==> config.mk <==
export PLATFORM = sky130hd
export DESIGN_NAME = cache_pmem_arbiter_flat
export DESIGN_NICKNAME = d
export VERILOG_FILES = /design/src/rtl/cache_pmem_arbiter_if.sv /design/src/rtl/cache_pmem_arbiter.sv /design/src/flat_wrapper.sv
export SDC_FILE = /design/constraint.sdc
export NUM_CORES = 1
export LEC_CHECK = 0
export BUFFER_PORTS_ARGS = -buffer_cell sky130_fd_sc_hd__buf_2
export CAP_MARGIN = 20
export CORE_AREA = 2 2 532 534
export DETAILED_ROUTE_END_ITERATION = 10
export DIE_AREA = 0 0 534 536
export GPL_ROUTABILITY_DRIVEN = 0
export SYNTH_ARGS = -nofsm -noshare
export SYNTH_HDL_FRONTEND = slang
export SYNTH_SLANG_ARGS = --single-unit
==> constraint.sdc <==
create_clock -name clk -period 3 [get_ports clk]
set_input_delay 0.15 -clock clk [delete_from_list [all_inputs] [get_ports clk]]
set_output_delay 0.15 -clock clk [all_outputs]
set_load 0.03 [all_outputs]
==> src/rtl/cache_pmem_arbiter_if.sv <==
// Bundle of icache, dcache and physical-memory line ports seen by the arbiter.
// The slave modport is the arbiter's view; master is the caches/memory side.
interface cache_pmem_arbiter_if #(
    parameter int s_line = 256,
    parameter int s_addr = 32
);
    logic [s_addr-1:0] i_pmem_address;
    logic              i_pmem_read;
    logic              i_pmem_resp;
    logic [s_line-1:0] i_pmem_rdata;

    logic [s_addr-1:0] d_pmem_address;
    logic              d_pmem_read;
    logic              d_pmem_write;
    logic [s_line-1:0] d_pmem_wdata;
    logic              d_pmem_resp;
    logic [s_line-1:0] d_pmem_rdata;

    logic [s_addr-1:0] pmem_address;
    logic              pmem_read;
    logic              pmem_write;
    logic [s_line-1:0] pmem_wdata;
    logic              pmem_resp;
    logic [s_line-1:0] pmem_rdata;

    modport slave (
        input  i_pmem_address, i_pmem_read,
        input  d_pmem_address, d_pmem_read, d_pmem_write, d_pmem_wdata,
        input  pmem_resp, pmem_rdata,
        output i_pmem_resp, i_pmem_rdata,
        output d_pmem_resp, d_pmem_rdata,
        output pmem_address, pmem_read, pmem_write, pmem_wdata
    );

    modport master (
        output i_pmem_address, i_pmem_read,
        output d_pmem_address, d_pmem_read, d_pmem_write, d_pmem_wdata,
        output pmem_resp, pmem_rdata,
        input  i_pmem_resp, i_pmem_rdata,
        input  d_pmem_resp, d_pmem_rdata,
        input  pmem_address, pmem_read, pmem_write, pmem_wdata
    );
endinterface

==> src/rtl/cache_pmem_arbiter.sv <==
// Shares one physical-memory line port between icache and dcache, one whole
// transaction at a time, round-robin on ties, with registered pmem strobes.
module cache_pmem_arbiter #(
    parameter int s_line = 256,
    parameter int s_addr = 32
) (
    input logic                 clk,
    input logic                 rst,
    cache_pmem_arbiter_if.slave bus
);
    localparam logic [1:0] IDLE    = 2'd0;
    localparam logic [1:0] SERVE_I = 2'd1;
    localparam logic [1:0] SERVE_D = 2'd2;

    logic [1:0]        state;
    logic              last_grant_d;
    logic              pmem_read_q;
    logic              pmem_write_q;
    logic [s_addr-1:0] address_q;
    logic [s_line-1:0] wdata_q;

    logic i_req;
    logic d_req;
    logic grant_i;
    logic grant_d;

    // On a tie the side that did not win last time goes first.
    assign i_req   = bus.i_pmem_read;
    assign d_req   = bus.d_pmem_read | bus.d_pmem_write;
    assign grant_i = i_req & (~d_req | last_grant_d);
    assign grant_d = d_req & ~grant_i;

    always_ff @(posedge clk) begin
        if (rst) begin
            state        <= IDLE;
            last_grant_d <= 1'b1;
            pmem_read_q  <= 1'b0;
            pmem_write_q <= 1'b0;
            address_q    <= '0;
            wdata_q      <= '0;
        end else begin
            case (state)
                IDLE: begin
                    if (grant_i) begin
                        state        <= SERVE_I;
                        last_grant_d <= 1'b0;
                        address_q    <= bus.i_pmem_address;
                        pmem_read_q  <= 1'b1;
                        pmem_write_q <= 1'b0;
                    end else if (grant_d) begin
                        state        <= SERVE_D;
                        last_grant_d <= 1'b1;
                        address_q    <= bus.d_pmem_address;
                        wdata_q      <= bus.d_pmem_wdata;
                        pmem_read_q  <= ~bus.d_pmem_write;
                        pmem_write_q <= bus.d_pmem_write;
                    end
                end
                SERVE_I, SERVE_D: begin
                    if (bus.pmem_resp) begin
                        state        <= IDLE;
                        pmem_read_q  <= 1'b0;
                        pmem_write_q <= 1'b0;
                    end
                end
                default: begin
                    state        <= IDLE;
                    pmem_read_q  <= 1'b0;
                    pmem_write_q <= 1'b0;
                end
            endcase
        end
    end

    assign bus.pmem_read    = pmem_read_q;
    assign bus.pmem_write   = pmem_write_q;
    assign bus.pmem_address = address_q;
    assign bus.pmem_wdata   = wdata_q;

    // A response arriving while reset is held belongs to a dropped transaction.
    assign bus.i_pmem_resp  = ~rst & (state == SERVE_I) & bus.pmem_resp;
    assign bus.d_pmem_resp  = ~rst & (state == SERVE_D) & bus.pmem_resp;
    assign bus.i_pmem_rdata = bus.pmem_rdata;
    assign bus.d_pmem_rdata = bus.pmem_rdata;
endmodule

==> src/flat_wrapper.sv <==
// flat-port wrapper written by rule: the top's interface ports become plain ports
module cache_pmem_arbiter_flat 
#(
    parameter int s_line = 256,
    parameter int s_addr = 32
)
  (clk, rst, bus_i_pmem_address, bus_i_pmem_read, bus_d_pmem_address, bus_d_pmem_read, bus_d_pmem_write, bus_d_pmem_wdata, bus_pmem_resp, bus_pmem_rdata, bus_i_pmem_resp, bus_i_pmem_rdata, bus_d_pmem_resp, bus_d_pmem_rdata, bus_pmem_address, bus_pmem_read, bus_pmem_write, bus_pmem_wdata);
  cache_pmem_arbiter_if #(.s_line(s_line), .s_addr(s_addr)) bus_i ();
  input logic clk;
  input logic rst;
  input wire logic [$bits(bus_i.i_pmem_address)-1:0] bus_i_pmem_address;
  input wire logic [$bits(bus_i.i_pmem_read)-1:0] bus_i_pmem_read;
  input wire logic [$bits(bus_i.d_pmem_address)-1:0] bus_d_pmem_address;
  input wire logic [$bits(bus_i.d_pmem_read)-1:0] bus_d_pmem_read;
  input wire logic [$bits(bus_i.d_pmem_write)-1:0] bus_d_pmem_write;
  input wire logic [$bits(bus_i.d_pmem_wdata)-1:0] bus_d_pmem_wdata;
  input wire logic [$bits(bus_i.pmem_resp)-1:0] bus_pmem_resp;
  input wire logic [$bits(bus_i.pmem_rdata)-1:0] bus_pmem_rdata;
  output wire logic [$bits(bus_i.i_pmem_resp)-1:0] bus_i_pmem_resp;
  output wire logic [$bits(bus_i.i_pmem_rdata)-1:0] bus_i_pmem_rdata;
  output wire logic [$bits(bus_i.d_pmem_resp)-1:0] bus_d_pmem_resp;
  output wire logic [$bits(bus_i.d_pmem_rdata)-1:0] bus_d_pmem_rdata;
  output wire logic [$bits(bus_i.pmem_address)-1:0] bus_pmem_address;
  output wire logic [$bits(bus_i.pmem_read)-1:0] bus_pmem_read;
  output wire logic [$bits(bus_i.pmem_write)-1:0] bus_pmem_write;
  output wire logic [$bits(bus_i.pmem_wdata)-1:0] bus_pmem_wdata;
  assign bus_i.i_pmem_address = bus_i_pmem_address;
  assign bus_i.i_pmem_read = bus_i_pmem_read;
  assign bus_i.d_pmem_address = bus_d_pmem_address;
  assign bus_i.d_pmem_read = bus_d_pmem_read;
  assign bus_i.d_pmem_write = bus_d_pmem_write;
  assign bus_i.d_pmem_wdata = bus_d_pmem_wdata;
  assign bus_i.pmem_resp = bus_pmem_resp;
  assign bus_i.pmem_rdata = bus_pmem_rdata;
  assign bus_i_pmem_resp = bus_i.i_pmem_resp;
  assign bus_i_pmem_rdata = bus_i.i_pmem_rdata;
  assign bus_d_pmem_resp = bus_i.d_pmem_resp;
  assign bus_d_pmem_rdata = bus_i.d_pmem_rdata;
  assign bus_pmem_address = bus_i.pmem_address;
  assign bus_pmem_read = bus_i.pmem_read;
  assign bus_pmem_write = bus_i.pmem_write;
  assign bus_pmem_wdata = bus_i.pmem_wdata;
  cache_pmem_arbiter #(.s_line(s_line), .s_addr(s_addr)) u_core (.clk(clk), .rst(rst), .bus(bus_i));
endmodule
# --- Word-level counts from Yosys, hierarchy flattened ---
# Index checks and enable logic that the tools add are counted.
word_totals:
  register_bits: 293
  inputBits: 582
  word_cells: 43
op_classes:
  n_eq_ne: 4
  mux: 15
  bitwise: 12
  reduce_logical: 6
ops:
  columns: ["op", "count"]
  rows:
  - ["32-bit two-way mux", 2]
  - ["1-bit two-way mux", 7]
  - ["1-bit bitwise AND", 6]
  - ["2-bit two-way mux", 3]
  - ["1-bit inverter", 4]
  - ["1-bit case mux with 2 select lines", 2]
  - ["2-bit case mux with 2 select lines", 1]
  - ["2-bit AND reduction", 2]
  - ["3-bit by 1-bit != test with 1-bit output, second input constant", 1]
  - ["3-bit AND reduction", 1]
  - ["2-bit by 1-bit equality test with 1-bit output, second input constant", 1]
  - ["2-bit equality test, second input constant", 1]
  - ["2-bit zero test", 1]
  - ["2-bit != test, second input constant", 1]
  - ["1-bit OR", 2]
  - ["2-bit nonzero test", 1]
  - ["2-bit OR reduction", 1]

# --- Logic depth before layout (Yosys ltp) ---
depth:
  word_depth: 9
  mapped_depth: 8
  depth_no_buf: 5

# --- Worst setup path after synthesis ---
# No wires, ideal clock.
synth_path:
  path_kind: "flip-flop to flip-flop"
  start: "register u_core.state[0]"
  end: "register u_core.wdata_q[100] (netlist: u_core.bus.pmem_wdata[100])"
  setup_time_ns: 0.070
  t_arrival_ns: 1.401
  required_time_ns: 2.930
  path_slack_ns: 1.528
  path_stages_with_launch: 9
  synth_period_minus_slack_ns: 1.472
  path_cell_list: "dfxtp_1 -> inv_1 -> ha_1 -> o21a_1 -> buf_4 -> buf_6 -> buf_6 -> nand3_1 -> a21oi_1"
synth_via:
  elab_chain_len: 2
synth_rtl:
  columns: ["item", "line", "text"]
  rows:
  - ["from (decl)", "cache_pmem_arbiter.sv:15", "logic [1:0] state;"]
  - ["from (signal assigned)", "cache_pmem_arbiter.sv:35", "state <= IDLE;"]
  - ["from (signal assigned)", "cache_pmem_arbiter.sv:45", "state <= SERVE_I;"]
  - ["from (signal assigned)", "cache_pmem_arbiter.sv:51", "state <= SERVE_D;"]
  - ["2-bit zero test", "cache_pmem_arbiter.sv:42", "case (state)"]
  - ["3-bit AND reduction (no line)", null, null]
  - ["to (signal assigned)", "cache_pmem_arbiter.sv:54", "wdata_q <= bus.d_pmem_wdata;"]
  - ["to (decl)", "cache_pmem_arbiter.sv:20", "logic [s_line-1:0] wdata_q;"]
# No other way between the ends.
# A chain may end at the register's enable or synchronous reset.

# --- Worst setup path in the final report ---
layout_path:
  start: "register u_core.last_grant_d"
  end: "register u_core.pmem_write_q (netlist: u_core.bus.pmem_write)"
layout_via:
  elab_chain_len: 6
layout_rtl:
  columns: ["item", "line", "text"]
  rows:
  - ["from (decl)", "cache_pmem_arbiter.sv:16", "logic last_grant_d;"]
  - ["from (signal assigned)", "cache_pmem_arbiter.sv:36", "last_grant_d <= 1'b1;"]
  - ["from (signal assigned)", "cache_pmem_arbiter.sv:46", "last_grant_d <= 1'b0;"]
  - ["from (signal assigned)", "cache_pmem_arbiter.sv:52", "last_grant_d <= 1'b1;"]
  - ["1-bit OR (*)", "cache_pmem_arbiter.sv:30", "assign grant_i = i_req & (~d_req | last_grant_d);"]
  - ["1-bit bitwise AND (*)", "cache_pmem_arbiter.sv:30", null]
  - ["1-bit inverter (no line)", null, null]
  - ["1-bit bitwise AND", "cache_pmem_arbiter.sv:31", "assign grant_d = d_req & ~grant_i;"]
  - ["3-bit by 1-bit != test with 1-bit output (no line)", null, null]
  - ["2-bit AND reduction (no line)", null, null]
  - ["to (signal assigned)", "cache_pmem_arbiter.sv:56", "pmem_write_q <= bus.d_pmem_write;"]
  - ["to (decl)", "cache_pmem_arbiter.sv:18", "logic pmem_write_q;"]
# Mark *: on every way between the ends. The rest lies on a longest branch, timed or not.

==> impl_results.md <==
- Status: completed
- DR vias/cell: 2.747
- GRT Util Overall: 12.23%
- CTS H-tree lvls: 2
- Largest net degree at the start of global routing: 111
- Non-Filler Instances: 6075
- Worst hold path class: in2reg
- Post-synthesis cell count: 1902
- Core ar.: 0.2808 mm²
- Worst Reg-to-Reg Cells: 6
- Startpoint Class: register
- Rows: 195
- Clock skew: 0.06531 ns
- Register area share after synthesis: 38.16%
- TNS Setup: 0 ns
- DR pass1 iterations: 8
- CP arrival: 3.36 ns
- Vias: 16690
- Root buf cell: clkbuf_16
- Yosys Warn Count: 0
- Hold slack: 0.2462 ns
- Post-synth EDFFs: 0
- Reg clk slew, reported paths: 0.06 ns
- Element type at the critical path end: register
- Worst-Margin Slew: 0.6724 ns
- Synthesized area: 0.01537 mm²
- First-pass GRT wire length: 217.4 mm
- Drt wl/cell: 30.23 µm
- Hold Path Sink: u_core.bus.pmem_wdata[10]$_SDFFE_PP0P_
- Chip Width: 534 µm
- Max Fanout on Critical Path: 65
- Number of remaining DRC errors: 0
- # IOs: 1386
- Most common flop cell mapped by yosys: dfxtp_1
- Worst hold stages: 4
- # placed instances: 5617
- Vias in the first global route: 16060
- Asr flop ratio synth: 0%
- Initial antenna violation count: 80
- TritonCTS Buffers: 44
- Die area: 0.2862 mm²
- Total Wirelength: 183.7 mm
- Post-DP HPWL: 158.4 mm
- Cell Pwr Density: 601.5 mW/mm²
- Max-cap viol count: 0
- Worst-skew pair later-pin latency: 0.71 ns
- RSZ-0062 raised after global routing: no
- Nets@finish: 2863
- Syn_nets: 2487
- Area delta synth->final: 56.20%
- Height of the die: 536 µm
- Layout cells sized above 1: 31.72%
- Min-delay src: bus_d_pmem_wdata[10]
- Reg-to-reg endpoint: u_core.bus.pmem_write$_SDFFE_PP0P_
- Critical Path RT: 3.60 ns
- LEAKAGE: 8.871 nW
- R2R Path Start: u_core.last_grant_d$_SDFFE_PP1P_
- Final ANT Viol Nets: 0
- Final Max Tran Viols: 0
- TritonCTS clock tree: built
- Reg-to-reg slack, setup: 0.25 ns
- FF+latch count, synth: 293
- Max VDD drop: 0.4047 mV
- Fmax: 363.3 MHz
- Post-CTS setup buffer count: 0
- Longest Clk Path Bufs: 3
- Max-slew headroom: 55.17%
- Unique masters post-synth: 31
- Crit path kind: reg2reg
- CTS Sinks: 293
- GRT Residual Overflow: 0
- Final Hold Vio Count: 0
- Initial Utilization: 5.473%
- Fin crit period: 2.753 ns
- Final Cycle Share: 91.75%
- IO buf count: 617
- Post-synthesis area per instance: 8.081 µm²
- Finish-stage setup viols: 0
- Iteration-0 DRC Markers: 1709
## metrics by stage
| step | worst slack [ns] | area [µm²] | util [%] | power, mW |
|---|---|---|---|---|
| floorplan | 1.528 | 15370 | - | 7.977 |
| global route | 0.03490 | 24000 | 8.546 | 15.09 |
| CTS | 0.2132 | 23950 | 8.528 | 14.72 |
| detailed placement | 1.028 | 18920 | 6.738 | 8.535 |
| finish | 0.2474 | 24010 | 8.549 | 14.44 |
| global placement | 1.029 | 18920 | 6.738 | 8.516 |
## cell usage in the layout, fill, tap and decap left out, types with 2 or more instances in the layout
cell type,instances
buf_2,616
dlygate4sd3_1,358
dfxtp_1,293
nand3_1,288
o21ai_0,279
a21oi_1,260
clkbuf_16,44
nor2_1,32
a311oi_1,31
diode_2,21
buf_4,21
buf_12,14
o21ai_1,12
clkinv_2,10
clkbuf_1,7
clkbuf_8,5
clkinv_4,4
inv_1,3
ha_1,3
and3b_1,2
nand2b_1,2
nand4_1,2
clkinvlp_4,2
bufinv_16,2
## report_power, final
part | internal, mW | switching (mW)
registers | 4.31 | 0.227
logic | 1.31 | 3.13
clock network | 3.02 | 2.44
## registers in the layout, summed over array words and instances (netlist names)
signal,cells
u_core.bus.pmem_wdata,256
u_core.bus.pmem_address,32
u_core.state,2
u_core.bus.pmem_read,1
u_core.bus.pmem_write,1
u_core.last_grant_d,1
## how the worst max path moves through the flow
| stage | from | end | slack (ns) | depth (start not counted) |
|---|---|---|---|---|
| after floorplan | u_core.state[0]$_SDFFE_PP0P_ | u_core.bus.pmem_wdata[100]$_SDFFE_PP0P_ | 1.53 | 8 |
| after global placement | bus_i_pmem_read | u_core.bus.pmem_wdata[168]$_SDFFE_PP0P_ | 1.03 | 5 |
| after global routing | u_core.last_grant_d$_SDFFE_PP1P_ | u_core.bus.pmem_write$_SDFFE_PP0P_ | 0.03 | 6 |
| final | u_core.last_grant_d$_SDFFE_PP1P_ | u_core.bus.pmem_write$_SDFFE_PP0P_ | 0.25 | 6 |
| after detailed placement | bus_i_pmem_read | u_core.bus.pmem_wdata[93]$_SDFFE_PP0P_ | 1.03 | 5 |
| after CTS | u_core.last_grant_d$_SDFFE_PP1P_ | u_core.bus.pmem_write$_SDFFE_PP0P_ | 0.21 | 6 |
## routing by layer
| metal | wire length, µm | global-route usage [%] | share of wire [%] | vias up |
|---|---|---|---|---|
| met3 | 52730 | 15.74 | 29 | 650 |
| met5 | 739 | 1.932 | 0.40 | - |
| met1 | 41180 | 8.061 | 22 | 7472 |
| met2 | 72770 | 17.17 | 40 | 1713 |
| li1 | - | - | - | 6831 |
| met4 | 16240 | 9.346 | 8.8 | 20 |
## synth_stat cells, types with 2 or more instances
| library cell | count | share of area (%) |
|---|---|---|
| clkbuf_1 | 101 | 2.5 |
| buf_2 | 18 | 0.59 |
| and3b_1 | 2 | 0.11 |
| a311oi_1 | 31 | 1.8 |
| inv_1 | 4 | 0.098 |
| o21ai_0 | 279 | 9.1 |
| clkbuf_2 | 2 | 0.065 |
| buf_1 | 8 | 0.20 |
| nor4b_1 | 2 | 0.11 |
| buf_4 | 537 | 26 |
| ha_1 | 3 | 0.24 |
| nand2b_1 | 2 | 0.081 |
| a21oi_1 | 260 | 8.5 |
| nand4_1 | 2 | 0.081 |
| o21ai_1 | 12 | 0.39 |
| nor2_1 | 32 | 0.78 |
| buf_6 | 14 | 1.0 |
| dfxtp_1 | 293 | 38 |
| nand3_1 | 288 | 9.4 |
## cell families after synthesis
kind of cell	synth area share, %
AOI/OAI and AO/OA	20.21
adders and majority gates	0.2442
buffers and inverters	30.67
DFF	38.16
and+or+nand+nor	10.71
## final cells by class
| type | count | area, µm² |
|---|---|---|
| antenna | 21 | 52.55 |
| clock buffer | 56 | 1196 |
| clock inverter | 23 | 246.5 |
| fill | 32720 | 256800 |
| inverter | 4 | 15.01 |
| multi-input combinational | 925 | 4830 |
| sequential | 293 | 5866 |
| tap | 3743 | 4683 |
| timing repair buffer | 1010 | 7119 |
## repair_timing
| action | CTS | global route |
|---|---|---|
| hold buffers | 358 | 0 |
| endpoints found under the hold margin | 292 | 0 |
| resized for setup | 0 | 1 |
| endpoints found under the setup margin | 0 | 1 |
## critical path, cell delays in order (launching register included)
cell and delay (ns):
dfxtp_1 0.51, nand2_8 0.39, buf_4 0.40, nand4_1 0.13, dlygate4sd3_1 0.56, a21oi_1 0.07
dlygate4sd3_1 0.57
No activity file was read; power rests on OpenSTA's default activity.
